--- src/rtl/video_fetch_pkg.sv ---
// Shared types and constants for the video fetcher.
// The ULA+ palette path is selected with the VIDEO_ULAPLUS_EN macro in video_fetch.sv.
package video_fetch_pkg;

  typedef enum logic [2:0] {
    IDLE,
    REQ_BMP,
    REQ_ATTR,
    WAIT_ATTR,
    REQ_INK,
    REQ_PAPER,
    DONE
  } fetch_state_t;

  typedef enum logic [2:0] {
    TAG_NONE,
    TAG_BMP,
    TAG_ATTR,
    TAG_INK,
    TAG_PAPER
  } fetch_tag_t;

  localparam logic [14:0] SCREEN_ATTR_BASE = 15'h1800;

endpackage

--- src/rtl/video_fetch_addr.sv ---
// Combinational read address / palette index for the request a given fetch state issues.
module video_fetch_addr
  import video_fetch_pkg::*;
(
  input  fetch_state_t state,
  input  logic [7:0]   y,
  input  logic [4:0]   x,
  input  logic [7:0]   attr,
  output logic [14:0]  addr,
  output logic         is_up
);

  always_comb begin
    addr  = 15'h0000;
    is_up = 1'b0;
    case (state)
      REQ_BMP:   addr = {2'b00, y[7:6], y[2:0], y[5:3], x};
      REQ_ATTR:  addr = SCREEN_ATTR_BASE + {5'b00000, y[7:3], x};
      // Palette entries live in the 64-byte ULA+ space, selected by is_up.
      REQ_INK: begin
        addr  = {9'h000, attr[7:6], 1'b0, attr[2:0]};
        is_up = 1'b1;
      end
      REQ_PAPER: begin
        addr  = {9'h000, attr[7:6], 1'b1, attr[5:3]};
        is_up = 1'b1;
      end
      default: ;
    endcase
  end

endmodule

--- src/rtl/video_fetch.sv ---
// Per-cell screen fetcher feeding the pixel shifter: bitmap + attribute reads, and ULA+ ink/paper
// palette reads when built with VIDEO_ULAPLUS_EN defined.
module video_fetch
  import video_fetch_pkg::*;
(
  input  logic        clk28,
  input  logic        rst_n,
  input  logic        fetch_go,
  input  logic [7:0]  fetch_y,
  input  logic [4:0]  fetch_x,
  input  logic        ulaplus_active,
  output logic        video_read_req,
  output logic        video_read_req_is_up,
  output logic [14:0] video_read_addr,
  input  logic        video_read_req_ack,
  input  logic        video_data_valid,
  input  logic [7:0]  vd,
  input  logic        load,
  output logic [7:0]  out_bitmap,
  output logic [7:0]  out_attr,
  output logic [7:0]  out_ink,
  output logic [7:0]  out_paper,
  output logic        out_valid,
  output logic        busy,
  output logic        underrun,
  output logic        overrun
);

  // Handshake: req is held with addr/is_up frozen until a cycle with ack high; the data for
  // that request arrives with video_data_valid exactly one cycle later.
  fetch_state_t state, state_next;
  fetch_tag_t   tag, tag_next;
  logic [7:0]   y_q, y_eff, stg_bmp, stg_attr, attr_eff;
  logic [4:0]   x_q, x_eff;
  logic         ulaplus_q, staging_full, accept, complete, req_d;
  logic [14:0]  gen_addr;
  logic         gen_is_up;

  always_comb begin
    state_next = state;
    tag_next   = tag;
    accept     = 1'b0;
    complete   = 1'b0;
    if (video_data_valid) tag_next = TAG_NONE;
    case (state)
      IDLE: if (fetch_go && !staging_full) begin
        accept     = 1'b1;
        state_next = REQ_BMP;
      end
      REQ_BMP: if (video_read_req_ack) begin
        tag_next   = TAG_BMP;
        state_next = REQ_ATTR;
      end
      REQ_ATTR: if (video_read_req_ack) begin
        tag_next   = TAG_ATTR;
        state_next = ulaplus_q ? WAIT_ATTR : DONE;
      end
`ifdef VIDEO_ULAPLUS_EN
      // Palette indices depend on the attribute byte, so wait for it to return.
      WAIT_ATTR: if (video_data_valid && tag == TAG_ATTR) state_next = REQ_INK;
      REQ_INK: if (video_read_req_ack) begin
        tag_next   = TAG_INK;
        state_next = REQ_PAPER;
      end
      REQ_PAPER: if (video_read_req_ack) begin
        tag_next   = TAG_PAPER;
        state_next = DONE;
      end
`endif
      DONE: if (tag_next == TAG_NONE) begin
        complete   = 1'b1;
        state_next = IDLE;
      end
      default: state_next = IDLE;
    endcase
  end

  assign y_eff    = (state == IDLE) ? fetch_y : y_q;
  assign x_eff    = (state == IDLE) ? fetch_x : x_q;
  assign attr_eff = (video_data_valid && tag == TAG_ATTR) ? vd : stg_attr;
  assign req_d    = (state_next == REQ_BMP) || (state_next == REQ_ATTR) ||
                    (state_next == REQ_INK) || (state_next == REQ_PAPER);
  assign busy     = (state != IDLE);

  video_fetch_addr u_addr (
    .state (state_next),
    .y     (y_eff),
    .x     (x_eff),
    .attr  (attr_eff),
    .addr  (gen_addr),
    .is_up (gen_is_up)
  );

  always_ff @(posedge clk28 or negedge rst_n) begin
    if (!rst_n) begin
      state                <= IDLE;
      tag                  <= TAG_NONE;
      video_read_req       <= 1'b0;
      video_read_req_is_up <= 1'b0;
      video_read_addr      <= '0;
      y_q                  <= '0;
      x_q                  <= '0;
      stg_bmp              <= '0;
      stg_attr             <= '0;
      staging_full         <= 1'b0;
      out_bitmap           <= '0;
      out_attr             <= '0;
      out_valid            <= 1'b0;
      underrun             <= 1'b0;
      overrun              <= 1'b0;
    end else begin
      state          <= state_next;
      tag            <= tag_next;
      video_read_req <= req_d;
      if (req_d) begin
        video_read_addr      <= gen_addr;
        video_read_req_is_up <= gen_is_up;
      end
      if (accept) begin
        y_q <= fetch_y;
        x_q <= fetch_x;
      end
      if (video_data_valid && tag == TAG_BMP)  stg_bmp  <= vd;
      if (video_data_valid && tag == TAG_ATTR) stg_attr <= vd;
      // Completion beats a coincident load; that load reports underrun instead.
      if (complete) staging_full <= 1'b1;
      else if (load && staging_full) staging_full <= 1'b0;
      if (load) begin
        out_valid <= staging_full;
        if (staging_full) begin
          out_bitmap <= stg_bmp;
          out_attr   <= stg_attr;
        end
      end
      underrun <= load && !staging_full;
      overrun  <= fetch_go && !accept;
    end
  end

`ifdef VIDEO_ULAPLUS_EN
  logic [7:0] stg_ink, stg_paper;

  always_ff @(posedge clk28 or negedge rst_n) begin
    if (!rst_n) begin
      ulaplus_q <= 1'b0;
      stg_ink   <= '0;
      stg_paper <= '0;
      out_ink   <= '0;
      out_paper <= '0;
    end else begin
      if (accept) begin
        ulaplus_q <= ulaplus_active;
        stg_ink   <= '0;
        stg_paper <= '0;
      end
      if (video_data_valid && tag == TAG_INK)   stg_ink   <= vd;
      if (video_data_valid && tag == TAG_PAPER) stg_paper <= vd;
      if (load && staging_full) begin
        out_ink   <= stg_ink;
        out_paper <= stg_paper;
      end
    end
  end
`else
  logic unused_ulaplus;
  assign unused_ulaplus = ulaplus_active;
  assign ulaplus_q      = 1'b0;
  assign out_ink        = '0;
  assign out_paper      = '0;
`endif

endmodule

--- config.mk ---
export PLATFORM = sky130hd
export DESIGN_NAME = video_fetch
export DESIGN_NICKNAME = d
export VERILOG_FILES = /design/src/rtl/video_fetch_pkg.sv /design/src/rtl/video_fetch_addr.sv /design/src/rtl/video_fetch.sv
export SDC_FILE = /design/constraint.sdc
export NUM_CORES = 1
export LEC_CHECK = 0
export ABC_AREA = 1
export BUFFER_PORTS_ARGS = -buffer_cell sky130_fd_sc_hd__buf_4
export CAP_MARGIN = 15
export CORE_MARGIN = 1
export CORE_UTILIZATION = 45
export CTS_CLUSTER_DIAMETER = 200
export CTS_CLUSTER_SIZE = 16
export DETAILED_ROUTE_END_ITERATION = 6
export GPL_ROUTABILITY_DRIVEN = 0
export HOLD_SLACK_MARGIN = 0.1
export PLACE_DENSITY = 0.72
export REMOVE_ABC_BUFFERS = 1
export SYNTH_ARGS = -nofsm -noshare
export SYNTH_HDL_FRONTEND = slang
export SYNTH_SLANG_ARGS = --single-unit
export TNS_END_PERCENT = 50
--- constraint.sdc ---
create_clock -name clk28 -period 1.3 [get_ports clk28]
set_input_delay 0.26 -clock clk28 [delete_from_list [all_inputs] [get_ports clk28]]
set_output_delay 0.26 -clock clk28 [all_outputs]
set_load 0.01 [all_outputs]
==> qor.csv, run 1 <==
stage,metric,value,unit
power_and_ir_drop,p_switching,3.68,mW
drt,detail_route.first_pass.iterations,4,
run_status,failed_checks,negative setup slack,
min_path,hold_class,in2reg,
clock_tree,cts_tree,done,
power_and_ir_drop,power.density,2490,nW/µm²
clock_tree,cts_buffers,9,
sta,finalHoldViolations,0,
setup_path,cp_cell_sequence,"nor2_4, buf_12, nand2_8, buf_6, buf_6",
setup_path,r2r-end,y_q[6],
finish,fin_cells,496,
flow_run,maxCapViolCount,0,
synthesis,synth-async-reset-ratio,100,%
placed_design,io_buffers,61,
synthesis,synth_seq_cells,70,
synthesis,yosysUniqueCellTypes,29,
placed_design,dp.cells,465,
setup_path,r2r-start,state[1],
sta,setup_violations,30,
synthesis,synthesis.area,3120,µm²
setup_path,crit_required,1040,ps
sta,period_share,120,%
drt,drt-initial-drc-count,102,
run_status,status,finished with violations,
power_and_ir_drop,clkPwrFrac,20.8,%
setup_path,cpMostUsedCell,buf_6,
floorplanning,rows,30,
synthesis,synth_seq_area_share,56.1,%
drt,wl_per_cell,13.2,µm
min_path,min_from,video_data_valid,
setup_path,crit_path_max_incr_delay,410,ps
clock_tree,ctsHtreeMaxLevel,3,
power_and_ir_drop,power_leakage,2.24,nW
sta,period_needed,1560,ps
global_route,grt_max_degree,71,
finish,n_antenna_cell,0,
sta,fin_hold_ws,113,ps
finish,area_delta_synth_final,36.3,%
floorplanning,initial_core_util,46.2,%
sta,setup_slack,-255,ps
drt,drt_wl_total,6570,µm
sta,fmax,643,MHz
setup_path,cp-end-kind,output port,
drt,drc,0,
finish,layout_commonest_cell,buf_4,
setup_path,critical_path.startpoint_type,flop,
clock_tree,clk_pin_slew,70,ps
synthesis,syn_avg_cell_area,10.1,µm²
min_path,hold_depth,2,
setup_path,cp_slowest_cell,dfrtp_1,
finish,layout_common_cells,"85 x buf_4, 70 x dfrtp_1, 66 x nand2_1, 33 x inv_1, 26 x o21ai_0",
power_and_ir_drop,irDropWorstVdd,1.32,mV
power_and_ir_drop,p_comb_share,45.2,%
sta,finClkSkew,1.89,ps
drt,dr_total_vias,2404,
floorplanning,die_h,85.3,µm
global_route,grt_pass1_wl,11000,µm
finish,drive_gt1_share,38.2,%
power_and_ir_drop,switching_share,34.7,%
sta,rsz0062_at_grt,yes,
setup_path,critPathMaxFanout,2,
global_route,grt-ovfl-total,0,
global_route,grt_pass1_vias,2303,
setup_path,reg2reg_slack,-200,ps
clock_tree,cts_root_buf,clkbuf_8,
power_and_ir_drop,seqPwrFrac,34.0,%
floorplanning,die_w,85.3,µm
power_and_ir_drop,p_int,6.91,mW
synthesis,syn_inst,309,
floorplanning,num_io_pins,81,
placed_design,hpwl,4210,µm
setup_path,path_class,reg2out,
finish,final_nets,440,
min_path,holdPathEnd,tag[2],
synthesis,synth_edf_count,0,
drt,via_per_inst,4.85,
global_route,grtUsageTotal,19.5,%
floorplanning,core-area,6760,µm²
clock_tree,clock_sinks,70,
drt,antenna_left,0,
sta,slew_viol_final,0,
setup_path,reg2reg_depth,6,
synthesis,yosys_warnings,0,
global_route,antenna_found_initial,0,
floorplanning,die_area,7280,µm²
clock_tree,cts_buffer_depth,2,
clock_tree,clk_latency,340,ps
synthesis,synth-main-ff-cell,dfrtp_1,
setup_path,crit_arrival,1300,ps
flip-flops by register name, summed over array words and instances (netlist names), 3 cells and up:
| name | cells |
|---|---|
| stg_bmp | 8 |
| video_read_addr | 13 |
| out_bitmap | 8 |
| tag | 3 |
| y_q | 8 |
| out_attr | 8 |
| state | 3 |
| x_q | 5 |
| stg_attr | 8 |
metrics by stage:
step	setup WS (ps)	power [mW]	setup TNS [ps]	util (%)	instance area [µm²]
floorplan	-159	5.81	-2290	-	2990
detailed placement	-141	7.66	-1610	56.1	3790
finish	-255	10.6	-3940	63.0	4260
global route	-318	11.3	-6600	63.0	4260
CTS	-258	10.4	-3700	62.1	4200
global placement	-70.1	7.52	-734	56.1	3790
layout make-up:
type | count | area (µm²)
sequential | 70 | 1750
timing repair buffer | 99 | 830
timing repair inverter | 1 | 8.76
multi-input combinational | 196 | 1170
clock inverter | 3 | 90.1
tap | 80 | 100
fill | 558 | 2500
inverter | 35 | 139
clock buffer | 12 | 165
synthesized netlist by cell type, types with 3 or more instances:
master | instances | area, µm²
dfrtp_1 | 70 | 1750
nand2_1 | 67 | 251
inv_1 | 33 | 124
o21ai_0 | 30 | 150
buf_4 | 18 | 135
mux2_2 | 18 | 203
nand3_1 | 14 | 70.1
nand3_2 | 12 | 120
nor2_1 | 11 | 41.3
a21oi_1 | 7 | 35.0
clkbuf_1 | 4 | 15.0
buf_2 | 3 | 15.0
nand2_4 | 3 | 33.8
critical path: cells and delay by family (launching register included):
family,cells,cell delay (ps)
DFF,1,410
and+or+nand+nor,2,200
buffers and inverters,3,340
worst max path at each step:
stage | end | from | slack, ps
finish | busy | state[1] | -260
global route | busy | state[1] | -320
CTS | busy | state[2] | -260
detailed placement | video_read_addr[5] | state[2] | -140
global placement | video_read_addr[5] | state[1] | -70
floorplan | video_read_addr[12] | state[1] | -160
what timing repair did:
| item | 4_1_cts | 5_1_grt |
|---|---|---|
| gates cloned | 3 | 0 |
| pin swaps | 3 | 3 |
| endpoints found under the setup margin | 23 | 32 |
| hold buffers | 1 | 0 |
| resized for setup | 13 | 10 |
| hold endpoints to repair | 70 | 0 |
| setup buffers | 9 | 3 |
power groups by stage:
stage | clock network [mW] | registers, mW | logic [mW]
2_1_floorplan | 0 | 3.76 | 2.05
3_3_place_gp | 0 | 3.60 | 3.92
3_5_place_dp | 0 | 3.64 | 4.03
4_1_cts | 2.23 | 3.60 | 4.61
5_1_grt | 2.32 | 3.71 | 5.31
6_report | 2.20 | 3.60 | 4.79
cell families (layout without fill, tap and decap cells):
kind of cell    Yosys count  count (layout)  synth area share [%]
simple gates            117             119                  20.0
mux                      18              18                  6.49
compound gates           41              41                  6.73
buf+inv                  62             150                  10.6
flops                    70              70                  56.1
other cells               1              18                 0.120
metal layers:
| metal | wire length (µm) | up-vias | track usage, % |
|---|---|---|---|
| li1 | - | 1167 | - |
| met1 | 2920 | 1154 | 26.0 |
| met2 | 3140 | 72 | 30.6 |
| met3 | 408 | 11 | 4.77 |
| met4 | 97 | 0 | 8.48 |
| met5 | 0 | - | 0 |
Power figures use the tool's default switching activity.
==> run 2: changes to the inputs <==
Settings changed: PLACE_DENSITY 0.72 to 0.7, SLEW_MARGIN from default to 20.
Clock period 1.3 ns to 1.8 ns, I/O delays scaled along.
==> qor.csv, run 2 (synthesis gave the netlist of run 1 again) <==
stage,metric,value,unit
clock_tree,cts_buffer_depth,2,
finish,area_delta_synth_final,23.8,%
clock_tree,clock_sinks,70,
global_route,antenna_found_initial,0,
finish,nFillCells,625,
power_and_ir_drop,power_leakage,2.04,nW
sta,period_share,94.7,%
global_route,use_met1,21.4,%
setup_path,critPathMaxFanout,19,
global_route,grt_pass1_vias,2141,
floorplanning,core-area,6760,µm²
clock_tree,cts_root_buf,clkbuf_8,
global_route,top_usage_layer,met2,
placed_design,place_ws,202,ps
setup_path,path_class,reg2out,
setup_path,crit_path_max_incr_delay,450,ps
sta,setup_violations,0,
global_route,grt_util_met2,27.9,%
clock_tree,clk_latency,340,ps
global_route,grt_util_met3,6.52,%
setup_path,reg2reg_slack,190,ps
finish,finalInstanceArea,3870,µm²
run_status,status,"finished, final reports clean",
setup_path,crit_required,1440,ps
floorplanning,num_io_pins,81,
placed_design,io_buffers,61,
clock_tree,clk_pin_slew,70,ps
power_and_ir_drop,power.density,1700,nW/µm²
drt,drt-initial-drc-count,77,
placed_design,hpwl,4030,µm
sta,slew-limit-headroom,63.0,%
drt,wl_per_cell,12.4,µm
finish,layout_commonest_cell,dfrtp_1,
placed_design,dp.cells,445,
finish,largest_reg_flops,13,
setup_path,critical_path.startpoint_type,flop,
clock_tree,ctsHtreeMaxLevel,3,
sta,finClkSkew,8.08,ps
sta,period_needed,1700,ps
power_and_ir_drop,irDropWorstVdd,0.889,mV
drt,detail_route.first_pass.iterations,4,
clock_tree,cts_tree,done,
clock_tree,cts_buffers,9,
sta,fmax,587,MHz
floorplanning,die_w,85.3,µm
setup_path,cp-end-kind,output port,
finish,n_antenna_cell,0,
finish,regMostFlops,video_read_addr,
flow_run,maxCapViolCount,0,
sta,rsz0062_at_grt,no,
global_route,grtUsageTotal,17.3,%
sta,setup_slack,95.8,ps
drt,drc,0,
floorplanning,die_h,85.3,µm
setup_path,critical_path.top_delay_family,flip-flops,
placed_design,placed_area,3600,µm²
floorplanning,initial_core_util,46.2,%
sta,slew_viol_final,0,
setup_path,crit_arrival,1340,ps
sta,setup_tns,0,ps
setup_path,critPathBufInv,1,
global_route,grt_max_degree,41,
setup_path,cp_cell_sequence,"nor2_4, nand2_8, buf_6",
min_path,hold_class,in2reg,
finish,fin_cells,466,
global_route,grt_pass1_wl,9740,µm
finish,layout_common_cells,"69 x dfrtp_1, 68 x buf_4, 67 x nand2_1, 33 x inv_1, 30 x o21ai_0",
floorplanning,rows,30,
sta,finalHoldViolations,0,
finish,final_nets,410,
drt,antenna_left,0,
drt,via_per_inst,4.71,
finish,drive_gt1_share,32.9,%
sta,fin_hold_ws,210,ps
sta,worstMarginPinSlew,553,ps
drt,drt_wl_total,5770,µm
global_route,grt-ovfl-total,0,
setup_path,cp_slowest_cell,dfrtp_2,
drt,dr_total_vias,2197,
floorplanning,die_area,7280,µm²
[run 2: per-layer routing]
metal	wire length [µm]	vias up
met4	58	0
met1	2630	1009
li1	-	1108
met2	2650	71
met3	437	9
met5	0	-
[run 2: area by class of cell]
type                    count  area, µm²  area share, %
repair buffers             72        572           14.8
clock buffers              11        141           3.66
multi-input cells         194       1120           29.0
flip-flops and latches     70       1750           45.3
well taps                  80        100           2.59
inverters                  35        134           3.46
clock inverters             4       47.5           1.23
[run 2: worst paths after layout]
kind                                        from  cells after the start                  end
worst min-delay path            video_data_valid                      2               tag[2]
worst max-delay path                    state[1]                      3                 busy
min in group asynchronous                  rst_n                      2               y_q[2]
worst max register to register          state[1]                      7  video_read_addr[11]
max in group asynchronous                  rst_n                      3             state[1]
worst min register to register      staging_full                      1             underrun
[run 2: what timing repair did]
item / 4_1_cts / 5_1_grt
setup buffers: 0 / 5
gates resized for setup: 1 / 3
endpoints found under the setup margin: 1 / 2
pin swaps: 1 / 2
hold buffers: 1 / 0
hold endpoints to repair: 30 / 0
gates cloned: 0 / 0
[run 2: power breakdown]
group | internal [mW] | leakage, nW | switching (mW)
registers | 2.25 | 0.875 | 0.368
clock network | 0.666 | 0.0952 | 0.555
logic | 1.26 | 1.07 | 1.47
[run 2: stage by stage]
step	utilization [%]	total power [mW]
after floorplan	-	4.20
after global placement	53.3	5.12
after detailed placement	53.3	5.22
after CTS	56.3	6.49
after global routing	57.2	7.09
final	57.2	6.57
[run 2: worst reg2reg max path, cell delays in order, from the launching register on]
cell and delay [ps]:
dfrtp_2 450, nor2_4 270, nand3_2 200, nand2_4 120, nand3_4 150, buf_4 200, nand3_2 60, nand3_2 50
==> run 3: changes to the inputs <==
Settings changed: MAX_ROUTING_LAYER from default to met4, PLACE_DENSITY 0.7 to 0.69, SYNTH_HIERARCHICAL from default to 1.
==> qor.csv, run 3 <==
stage,metric,value,unit
run_status,status,"finished, final reports clean",
flow_run,maxCapViolCount,0,
placed_design,hpwl,4430,µm
synthesis,yosys-top-cells-area,"dfrtp_1 54%, nand2_1 12%, o21ai_0 7.1%",
finish,layout_commonest_cell,nand2_1,
setup_path,crit_required,1440,ps
global_route,grt_max_degree,39,
setup_path,cp-end-kind,output port,
sta,slew-limit-headroom,65.6,%
finish,regMostFlops,video_read_addr,
setup_path,crit_arrival,1380,ps
floorplanning,initial_core_util,47.7,%
sta,finClkSkew,5.39,ps
synthesis,yosys.area.top_type,dfrtp_1,
sta,setup_tns,0,ps
synthesis,synth-async-reset-ratio,100,%
drt,drc,0,
synthesis,synth_top_area_share,54.4,%
placed_design,dp.cells,520,
clock_tree,cts_setup_buffers,0,
sta,setup_violations,0,
drt,wl_per_cell,11.7,µm
floorplanning,core-area,6940,µm²
finish,largest_reg_flops,15,
setup_path,critPathMaxFanout,27,
placed_design,io_buffers,63,
sta,slew_viol_final,0,
global_route,antenna_found_initial,0,
synthesis,yosys-top-cells-count,"103 x nand2_1, 72 x dfrtp_1, 47 x o21ai_0, 38 x inv_1, 25 x nand3_1",
sta,period_needed,1740,ps
sta,finalHoldViolations,0,
finish,nFillCells,645,
power_and_ir_drop,power.density,1600,nW/µm²
drt,dr_total_vias,2529,
min_path,hold_class,in2reg,
finish,n_antenna_cell,0,
floorplanning,rows,30,
clock_tree,clock_sinks,72,
floorplanning,die_h,87.8,µm
floorplanning,die_area,7700,µm²
global_route,grt_pass1_wl,10600,µm
synthesis,synth_seq_cells,72,
floorplanning,die_w,87.8,µm
synthesis,synth_seq_area_share,54.4,%
drt,antenna_left,0,
synthesis,synth_most_common_cell,nand2_1,
clock_tree,ctsHtreeMaxLevel,3,
sta,period_share,96.6,%
finish,drive_gt1_share,28.3,%
drt,drt_wl_total,6280,µm
synthesis,syn_avg_cell_area,9.09,µm²
synthesis,yosysUniqueCellTypes,26,
synthesis,synth_edf_count,0,
synthesis,synthesis.area,3310,µm²
global_route,grt_pass1_vias,2365,
clock_tree,cts_buffer_depth,2,
setup_path,critical_path.startpoint_type,flop,
finish,fin_cells,537,
synthesis,synth-main-ff-cell,dfrtp_1,
finish,final_nets,464,
synthesis,syn_inst,364,
sta,fmax,575,MHz
finish,area_delta_synth_final,23.0,%
clock_tree,cts_root_buf,clkbuf_8,
global_route,grtUsageTotal,18.9,%
finish,finish.utilization,58.6,%
setup_path,path_class,reg2out,
sta,worstMarginPinSlew,516,ps
floorplanning,num_io_pins,81,
clock_tree,clk_pin_slew,70,ps
finish,multi_input_area,1220,µm²
clock_tree,clk_latency,340,ps
power_and_ir_drop,irDropWorstVdd,0.505,mV
drt,detail_route.first_pass.iterations,4,
drt,via_per_inst,4.71,
clock_tree,cts_buffers,9,
finish,regArea,1800,µm²
global_route,grt-ovfl-total,0,
clock_tree,cts_tree,done,
synthesis,yosys_warnings,6,
power_and_ir_drop,power_leakage,2.22,nW
drt,drt-initial-drc-count,115,
finish,layout_common_cells,"102 x nand2_1, 72 x dfrtp_1, 71 x buf_4, 47 x o21ai_0, 37 x inv_1",
## run 3: layout make-up
type,count,share of cell area [%]
multi-input cells,237,30.0
repair buffers,74,14.3
flip-flops and latches,72,44.3
clock inverters,6,1.48
inverters,42,3.87
clock buffers,10,3.13
well taps,96,2.95
## run 3: worst max-delay path, stage by stage (launching register included)
cell and delay, ps:
dfrtp_1 430, nor2_4 200, nand2_2 100, buf_12 160, buf_4 140
## run 3: path summary, 6_finish.rpt
path / startpoint / endpoint / slack, ps / cells past startpoint
max in group asynchronous: rst_n / video_read_addr[5] / 700 / 3
min reg2reg: out_valid / out_valid / 480 / 2
min in group asynchronous: rst_n / out_bitmap[3] / 540 / 2
max: state[1] / busy / 60 / 4
min: load / staging_full / 230 / 2
max reg2reg: state[0] / video_read_addr[3] / 160 / 12
## run 3: power by group
group / switching (mW) / total (mW) / leakage, nW / internal (mW)
Sequential: 0.326 / 2.57 / 0.933 / 2.24
Clock: 0.591 / 1.22 / 0.0920 / 0.633
Combinational: 1.58 / 2.71 / 1.20 / 1.14
## run 3: per-stage QoR
stage / hold slack (ps) / area [µm²] / power (mW) / worst slack (ps)
after CTS: 214 / 4050 / 6.50 / 2.14
after detailed placement: 360 / 3850 / 5.26 / 21.3
after global placement: 361 / 3850 / 5.19 / 59.3
after global routing: 230 / 4070 / 7.06 / -15.3
after floorplan: 64.4 / 3170 / 4.23 / 192
final: 226 / 4070 / 6.51 / 61.0
## run 3: what timing repair did
action / 4_1_cts / 5_1_grt
hold endpoints to repair: 36 / 0
hold buffers: 1 / 0
pin swaps: 1 / 1
gates resized for setup: 0 / 7
gates cloned: 0 / 0
endpoints found under the setup margin: 1 / 12
## run 3: logic make-up (layout without fill, tap and decap cells)
group | Yosys count | after routing | synth area share (%)
compound gates | 50 | 50 | 7.68
mux | 16 | 16 | 5.44
other cells | 2 | 18 | 0.227
simple gates | 153 | 153 | 21.4
buf+inv | 71 | 132 | 10.8
flops | 72 | 72 | 54.4
## run 3: layer usage
| layer | share of wire [%] | GRT usage [%] | vias up |
|---|---|---|---|
| met5 | 0 | - | - |
| met4 | 2.0 | 10.3 | 0 |
| met3 | 4.0 | 3.11 | 12 |
| met2 | 49 | 30.3 | 70 |
| met1 | 45 | 22.7 | 1182 |
| li1 | - | - | 1265 |
